## src/rtl/channel_request_arbiter_pkg.sv

```systemverilog
// Shared definitions for channel_request_arbiter: operation codes,
// arbiter state encoding and default field widths.
package channel_request_arbiter_pkg;

  localparam int CRA_ADDR_BITS = 8;

  localparam int CRA_DATA_BITS = 16;

  typedef enum logic [3:0] {
    OP_NOP            = 4'd0,
    OP_CREATE_CHANNEL = 4'd1,
    OP_DESTROY_CHANNEL= 4'd2,
    OP_SEND           = 4'd3,
    OP_RECEIVE        = 4'd4,
    OP_ALT_START      = 4'd5,
    OP_ALT_WAIT       = 4'd6,
    OP_ALT_END        = 4'd7,
    OP_ENABLE_CHANNEL = 4'd8,
    OP_DISABLE_CHANNEL= 4'd9
  } chan_op_e;

  typedef enum logic [2:0] {
    ST_IDLE   = 3'd0,
    ST_ISSUE  = 3'd1,
    ST_SETTLE = 3'd2,
    ST_WAIT   = 3'd3,
    ST_RESP   = 3'd4
  } arb_state_e;

endpackage

```

## src/rtl/channel_request_arbiter_rr_priority_picker.sv

```systemverilog
// Combinational find-first-set starting at a rotating pointer.
// Returns a one-hot grant, its index and an any-request flag.
module rr_priority_picker #(
  parameter int N  = 4,
  parameter int IW = $clog2(N)
) (
  input  logic [N-1:0]  req,
  input  logic [IW-1:0] ptr,
  output logic [N-1:0]  grant,
  output logic [IW-1:0] idx,
  output logic          any
);

  // scan N positions cyclically from ptr, keep the first hit
  always_comb begin
    int k;
    grant = '0;
    idx   = '0;
    any   = 1'b0;
    k     = 0;
    for (int i = 0; i < N; i++) begin
      k = int'(ptr) + i;
      if (k >= N) k = k - N;
      if (!any && req[k]) begin
        any      = 1'b1;
        grant[k] = 1'b1;
        idx      = IW'(k);
      end
    end
  end

endmodule

```

## src/rtl/channel_request_arbiter.sv

```systemverilog
// Round-robin arbiter sharing one ChannelController among cores.
// Optional wait timeout: define CHANNEL_ARB_TIMEOUT_EN.
module channel_request_arbiter
  import channel_request_arbiter_pkg::*;
#(
  parameter int NUM_CORES = 4,
  parameter int ADDR_BITS = CRA_ADDR_BITS,
  parameter int DATA_BITS = CRA_DATA_BITS
) (
  input  logic                           clk,
  input  logic                           reset,
`ifdef CHANNEL_ARB_TIMEOUT_EN
  output logic                           timeout_err,
`endif
  input  logic [NUM_CORES-1:0]           req_valid,
  input  logic [4*NUM_CORES-1:0]         req_op,
  input  logic [ADDR_BITS*NUM_CORES-1:0] req_channel,
  input  logic [DATA_BITS*NUM_CORES-1:0] req_message,
  input  logic [ADDR_BITS*NUM_CORES-1:0] req_pid,
  input  logic [NUM_CORES-1:0]           req_rx_had_msg,
  output logic [NUM_CORES-1:0]           req_accept,
  output logic [NUM_CORES-1:0]           resp_valid,
  output logic                           resp_has_channel,
  output logic                           resp_has_message,
  output logic                           resp_has_schedule,
  output logic                           resp_has_deschedule,
  output logic                           resp_rx_has_msg_in_alt,
  output logic [ADDR_BITS-1:0]           resp_channel,
  output logic [DATA_BITS-1:0]           resp_message,
  output logic [ADDR_BITS-1:0]           resp_schedule_pid,
  output logic [ADDR_BITS-1:0]           resp_deschedule_pid,
  output logic                           busy,
  output logic                           cc_enabled,
  output logic [3:0]                     cc_op,
  output logic [ADDR_BITS-1:0]           cc_channel,
  output logic [ADDR_BITS-1:0]           cc_pid,
  output logic [DATA_BITS-1:0]           cc_message,
  output logic                           cc_rx_had_msg,
  input  logic                           cc_finished,
  input  logic                           cc_has_channel,
  input  logic                           cc_has_message,
  input  logic                           cc_has_schedule,
  input  logic                           cc_has_deschedule,
  input  logic                           cc_rx_has_msg,
  input  logic [ADDR_BITS-1:0]           cc_channel_out,
  input  logic [ADDR_BITS-1:0]           cc_schedule_pid,
  input  logic [ADDR_BITS-1:0]           cc_deschedule_pid,
  input  logic [DATA_BITS-1:0]           cc_message_out
);

  localparam int IW = $clog2(NUM_CORES);

  arb_state_e state_q, state_d;
  logic [IW-1:0] rr_ptr_q, rr_ptr_d;
  logic [IW-1:0] gnt_q, gnt_d;

  logic [3:0]           op_q, op_d;
  logic [ADDR_BITS-1:0] chan_q, chan_d;
  logic [ADDR_BITS-1:0] pid_q, pid_d;
  logic [DATA_BITS-1:0] msg_q, msg_d;
  logic                 rx_q, rx_d;

  logic                 r_hc_q, r_hc_d;
  logic                 r_hm_q, r_hm_d;
  logic                 r_hs_q, r_hs_d;
  logic                 r_hd_q, r_hd_d;
  logic                 r_rx_q, r_rx_d;
  logic [ADDR_BITS-1:0] r_ch_q, r_ch_d;
  logic [DATA_BITS-1:0] r_msg_q, r_msg_d;
  logic [ADDR_BITS-1:0] r_sp_q, r_sp_d;
  logic [ADDR_BITS-1:0] r_dp_q, r_dp_d;

`ifdef CHANNEL_ARB_TIMEOUT_EN
  logic [15:0] to_cnt_q, to_cnt_d;
  logic        to_err_q, to_err_d;
`endif

  logic [NUM_CORES-1:0] pick_grant;
  logic [IW-1:0]        pick_idx;
  logic                 pick_any;

  rr_priority_picker #(
    .N  (NUM_CORES),
    .IW (IW)
  ) u_picker (
    .req   (req_valid),
    .ptr   (rr_ptr_q),
    .grant (pick_grant),
    .idx   (pick_idx),
    .any   (pick_any)
  );

  // next-state, request capture and result latching
  always_comb begin
    state_d  = state_q;
    rr_ptr_d = rr_ptr_q;
    gnt_d    = gnt_q;
    op_d     = op_q;
    chan_d   = chan_q;
    pid_d    = pid_q;
    msg_d    = msg_q;
    rx_d     = rx_q;
    r_hc_d   = r_hc_q;
    r_hm_d   = r_hm_q;
    r_hs_d   = r_hs_q;
    r_hd_d   = r_hd_q;
    r_rx_d   = r_rx_q;
    r_ch_d   = r_ch_q;
    r_msg_d  = r_msg_q;
    r_sp_d   = r_sp_q;
    r_dp_d   = r_dp_q;
`ifdef CHANNEL_ARB_TIMEOUT_EN
    to_cnt_d = '0;
    to_err_d = 1'b0;
`endif
    unique case (state_q)
      ST_IDLE: begin
        if (pick_any) begin
          gnt_d   = pick_idx;
          op_d    = req_op[int'(pick_idx)*4 +: 4];
          chan_d  = req_channel[int'(pick_idx)*ADDR_BITS +: ADDR_BITS];
          pid_d   = req_pid[int'(pick_idx)*ADDR_BITS +: ADDR_BITS];
          msg_d   = req_message[int'(pick_idx)*DATA_BITS +: DATA_BITS];
          rx_d    = req_rx_had_msg[pick_idx];
          state_d = ST_ISSUE;
        end
      end
      ST_ISSUE:  state_d = ST_SETTLE;
      // finished may still be high from the previous op here
      ST_SETTLE: state_d = ST_WAIT;
      ST_WAIT: begin
        if (cc_finished) begin
          r_hc_d  = cc_has_channel;
          r_hm_d  = cc_has_message;
          r_hs_d  = cc_has_schedule;
          r_hd_d  = cc_has_deschedule;
          r_rx_d  = cc_rx_has_msg;
          r_ch_d  = cc_channel_out;
          r_msg_d = cc_message_out;
          r_sp_d  = cc_schedule_pid;
          r_dp_d  = cc_deschedule_pid;
          state_d = ST_RESP;
        end
`ifdef CHANNEL_ARB_TIMEOUT_EN
        else if (to_cnt_q == 16'hFFFF) begin
          r_hc_d   = 1'b0;
          r_hm_d   = 1'b0;
          r_hs_d   = 1'b0;
          r_hd_d   = 1'b0;
          r_rx_d   = 1'b0;
          to_err_d = 1'b1;
          state_d  = ST_RESP;
        end else begin
          to_cnt_d = to_cnt_q + 16'd1;
        end
`endif
      end
      ST_RESP: begin
        rr_ptr_d = (gnt_q == IW'(NUM_CORES - 1)) ? '0 : gnt_q + IW'(1);
        state_d  = ST_IDLE;
      end
      default: state_d = ST_IDLE;
    endcase
  end

  // state and datapath registers
  always_ff @(posedge clk or posedge reset) begin
    if (reset) begin
      state_q  <= ST_IDLE;
      rr_ptr_q <= '0;
      gnt_q    <= '0;
      op_q     <= '0;
      chan_q   <= '0;
      pid_q    <= '0;
      msg_q    <= '0;
      rx_q     <= 1'b0;
      r_hc_q   <= 1'b0;
      r_hm_q   <= 1'b0;
      r_hs_q   <= 1'b0;
      r_hd_q   <= 1'b0;
      r_rx_q   <= 1'b0;
      r_ch_q   <= '0;
      r_msg_q  <= '0;
      r_sp_q   <= '0;
      r_dp_q   <= '0;
`ifdef CHANNEL_ARB_TIMEOUT_EN
      to_cnt_q <= '0;
      to_err_q <= 1'b0;
`endif
    end else begin
      state_q  <= state_d;
      rr_ptr_q <= rr_ptr_d;
      gnt_q    <= gnt_d;
      op_q     <= op_d;
      chan_q   <= chan_d;
      pid_q    <= pid_d;
      msg_q    <= msg_d;
      rx_q     <= rx_d;
      r_hc_q   <= r_hc_d;
      r_hm_q   <= r_hm_d;
      r_hs_q   <= r_hs_d;
      r_hd_q   <= r_hd_d;
      r_rx_q   <= r_rx_d;
      r_ch_q   <= r_ch_d;
      r_msg_q  <= r_msg_d;
      r_sp_q   <= r_sp_d;
      r_dp_q   <= r_dp_d;
`ifdef CHANNEL_ARB_TIMEOUT_EN
      to_cnt_q <= to_cnt_d;
      to_err_q <= to_err_d;
`endif
    end
  end

  // state-decoded handshakes; accept gated so reset forces it low
  always_comb begin
    req_accept = '0;
    resp_valid = '0;
    if (state_q == ST_IDLE && !reset) req_accept = pick_grant;
    if (state_q == ST_RESP) resp_valid = NUM_CORES'(1) << gnt_q;
  end

  assign busy       = (state_q != ST_IDLE);
  assign cc_enabled = (state_q == ST_ISSUE);

  assign cc_op         = op_q;
  assign cc_channel    = chan_q;
  assign cc_pid        = pid_q;
  assign cc_message    = msg_q;
  assign cc_rx_had_msg = rx_q;

  assign resp_has_channel       = r_hc_q;
  assign resp_has_message       = r_hm_q;
  assign resp_has_schedule      = r_hs_q;
  assign resp_has_deschedule    = r_hd_q;
  assign resp_rx_has_msg_in_alt = r_rx_q;
  assign resp_channel           = r_ch_q;
  assign resp_message           = r_msg_q;
  assign resp_schedule_pid      = r_sp_q;
  assign resp_deschedule_pid    = r_dp_q;

`ifdef CHANNEL_ARB_TIMEOUT_EN
  assign timeout_err = to_err_q;
`endif

endmodule

```

## config.mk

```make
export PLATFORM = sky130hd
export DESIGN_NAME = channel_request_arbiter
export DESIGN_NICKNAME = d
export VERILOG_FILES = /design/src/rtl/channel_request_arbiter_pkg.sv /design/src/rtl/channel_request_arbiter_rr_priority_picker.sv /design/src/rtl/channel_request_arbiter.sv
export SDC_FILE = /design/constraint.sdc
export NUM_CORES = 1
export LEC_CHECK = 0
export BUFFER_PORTS_ARGS = -buffer_cell sky130_fd_sc_hd__buf_2
export CAP_MARGIN = 20
export CORE_UTILIZATION = 49
export DETAILED_ROUTE_END_ITERATION = 12
export PLACE_DENSITY_LB_ADDON = 0.05
export SETUP_SLACK_MARGIN = 0.2
export SLEW_MARGIN = 20
export SYNTH_ARGS = -nofsm -noshare
export SYNTH_HDL_FRONTEND = slang
export SYNTH_SLANG_ARGS = --single-unit
```

## constraint.sdc

```tcl
create_clock -name clk -period 7.1 [get_ports clk]
set_input_delay 2.13 -clock clk [delete_from_list [all_inputs] [get_ports clk]]
set_output_delay 2.13 -clock clk [all_outputs]
set_load 0.01 [all_outputs]
```

==> results.yml <==
route:
  ant_nets: 0
  routed_wl_um: 22610
  via_per_inst: 5.806
  drt_iter0_drc: 872
  wl_per_cell_um: 17.31
  drt_first_pass_iters: 6
  drc: 0
  num_vias: 7583
timing:
  fmax_mhz: 174.1
  fin_tns_setup_ns: 0
  finalHoldViolCount: 0
  tightest_slew_ns: 1.007
  period_minus_slack_ns: 5.745
  clock_skew_ns: 0.008140
  slew_headroom: 0.3272
  slew_viol_final: 0
  setup_viol: 0
  period_share: 0.8092
  rsz0062_at_grt: "no"
finish:
  syn_to_final_growth_pct: 26.08
  final_cells: 1306
  regArea_mm2: 0.002227
  drive_gt1_frac: 0.3161
  final_area_mm2: 0.008389
  nNetsFinal: 1327
  multiInputGateArea_mm2: 0.004048
  fillers: 1274
global_route:
  antenna_found_initial: 7
  overflow: 0
  grt_max_degree: 79
  grt_pass1_vias: 7184
  grt_pass1_wl_um: 36290
  grt_usage: 0.3226
cts:
  cts_buffers: 9
  hold_buffers: 0
  clk_pin_slew_ns: 0.07
  cts_tree: "done"
  cts_sinks: 89
  clk-insertion-delay-late_ns: 0.34
  post-cts-setup-buffer-count: 0
  htreeDepth: 3
  root_buffer: "clkbuf_16"
  post_cts_resized: 0
  cts_buffer_depth: 2
floorplanning:
  die_h_um: 118.5
  io_pins: 292
  initial_core_util: 0.5025
  num_rows: 42
  die_w_um: 118.5
  core_mm2: 0.01324
  dieArea_mm2: 0.01405
worst_setup_path:
  r2r-start: "rr_ptr_q[0]"
  crit_fanout: 11
  crit_type: "in2out"
  required_ns: 4.97
  arrival_ns: 3.62
  critPathLaunchType: "primary input"
  r2r_slack_ns: 3.19
  timing.rr.end: "cc_message[2]"
  critical_path.startpoint: "req_valid[1]"
  ff2ff_path_depth: 10
  end_kind: "output pin"
  endpoint: "req_accept[1]"
pwr:
  ir_worst_vdd_mv: 0.3093
  pwr_density_cell_mw_per_mm2: 415.5
  p_leak_nw: 3.981
yosys:
  yosysSeqAreaShare: 0.3347
  synth_edf_count: 0
  synth_fa_ha_area_frac: 0.01692
  syn_nets: 1093
  synth-simple-area-share: 0.3443
  synth_xor_xnor_area_share: 0.001316
  async_reset_ff_frac: 1.000
  synth_compound_area_frac: 0.2162
  yosysWarnings: 0
  yosysUniqueCellTypes: 46
  syn_area_mm2: 0.006654
  synth_top_family_by_area: "simple AND/OR/NAND/NOR gates"
  ys_seq_elements: 89
  syn_inst: 884
  synth_ff_type: "dfrtp_1"
  synthMuxAreaShare: 0.02144
  syn_area_per_cell_um2: 7.527
min_path:
  hold_class: "reg2reg"
run:
  cap_violations: 0
place:
  hpwl_um: 15060
  dpl.cell_count: 1283
  gp_congestion: 0.8395
  place_area_mm2: 0.008085
  portBuffers: 291
status:
  outcome: "complete, no violations"
## Yosys cell counts (13+ instances only)
master | number | share of area
a21o_1 | 38 | 0.043
a2111oi_0 | 13 | 0.017
dfrtp_1 | 89 | 0.33
and4_1 | 36 | 0.047
nor3_1 | 38 | 0.029
a2111oi_2 | 15 | 0.034
buf_2 | 16 | 0.012
clkbuf_1 | 47 | 0.027
nand3_1 | 76 | 0.057
nand2_1 | 290 | 0.16
a21oi_1 | 48 | 0.036
nor2_1 | 53 | 0.030
a32o_1 | 37 | 0.056
## registers in the layout, summed over array words and instances, names as in the netlist, 2 cells and up
register,count
cc_channel,8
cc_message,16
cc_op,4
cc_pid,8
gnt_q,2
resp_channel,8
resp_deschedule_pid,8
resp_message,16
resp_schedule_pid,8
rr_ptr_q,2
state_q,3
## layout by cell type (no fill, tap or decap), types with 5 or more instances in the layout
cell,Yosys,layout
buf_2,16,291
nand2_1,290,290
dfrtp_1,89,89
nand3_1,76,76
nor2_1,53,50
a21oi_1,48,48
a21o_1,38,38
nor3_1,38,38
a32o_1,37,37
and4_1,36,36
a2111oi_2,15,15
buf_4,7,14
a2111oi_0,13,13
ha_1,9,9
clkbuf_16,0,9
a2111oi_1,8,8
diode_2,0,7
and3_1,5,5
## power by group
group	switching, mW	internal [mW]	leakage, nW
combinational	1.35	0.754	2.79
sequential	0.161	0.754	1.06
clock	0.216	0.251	0.140
total	1.73	1.76	3.98
## worst max-delay path: stages
cell and delay (ns):
buf_2 0.16, mux4_2 0.58, nor2b_4 0.21, a22oi_1 0.10
a21oi_1 0.15, a21oi_1 0.05, nor2_1 0.09, buf_2 0.13
## metrics by stage
step           hold WS, ns  worst slack, ns  power, mW  utilization
2_1_floorplan       0.5067           0.3850      2.395            -
3_3_place_gp        0.4532            1.384      2.987       0.6105
3_5_place_dp        0.4564            1.368      3.015       0.6105
4_1_cts             0.4731            1.361      3.490       0.6322
5_1_grt             0.4906            1.246      3.764       0.6335
6_report            0.4688            1.355      3.486       0.6335
## layer usage
metal  track usage  routed length [um]  vias to the layer above
met2        0.5260               10520                      345
met4        0.1559                 814                        0
met1        0.4038                9426                     3570
met3       0.07143                1851                       58
li1              -                   -                     3610
met5             0                   0                        -
## cells by family (layout without fill, tap and decap cells)
family | after synthesis | in the layout
AO/OA/AOI/OAI | 175 | 175
flip-flops | 89 | 89
multiplexers | 10 | 10
AND/OR/NAND/NOR | 511 | 511
XOR/XNOR | 1 | 1
other | 0 | 7
buffers and inverters | 89 | 328
adder cells (fa/ha/maj) | 9 | 9
## final cells by class
class                      instances  area share
antenna                            7    0.002088
clock buffer                      10     0.02849
clock inverter                     6    0.005667
inverter                           7    0.003430
multi-input combinational        706      0.4825
sequential                        89      0.2655
tap                              176     0.02625
timing repair buffer             305      0.1861
## worst min-delay path by stage
stage,slack [ns],cells past startpoint,end,from
floorplan,0.51,1,rr_ptr_q[0],gnt_q[0]
global placement,0.45,2,resp_message[7],resp_message[7]
detailed placement,0.46,2,resp_message[11],resp_message[11]
CTS,0.47,2,resp_message[11],resp_message[11]
global route,0.49,2,resp_message[5],resp_message[5]
finish,0.47,2,resp_deschedule_pid[5],resp_deschedule_pid[5]
(Power assumes the default switching activity.)
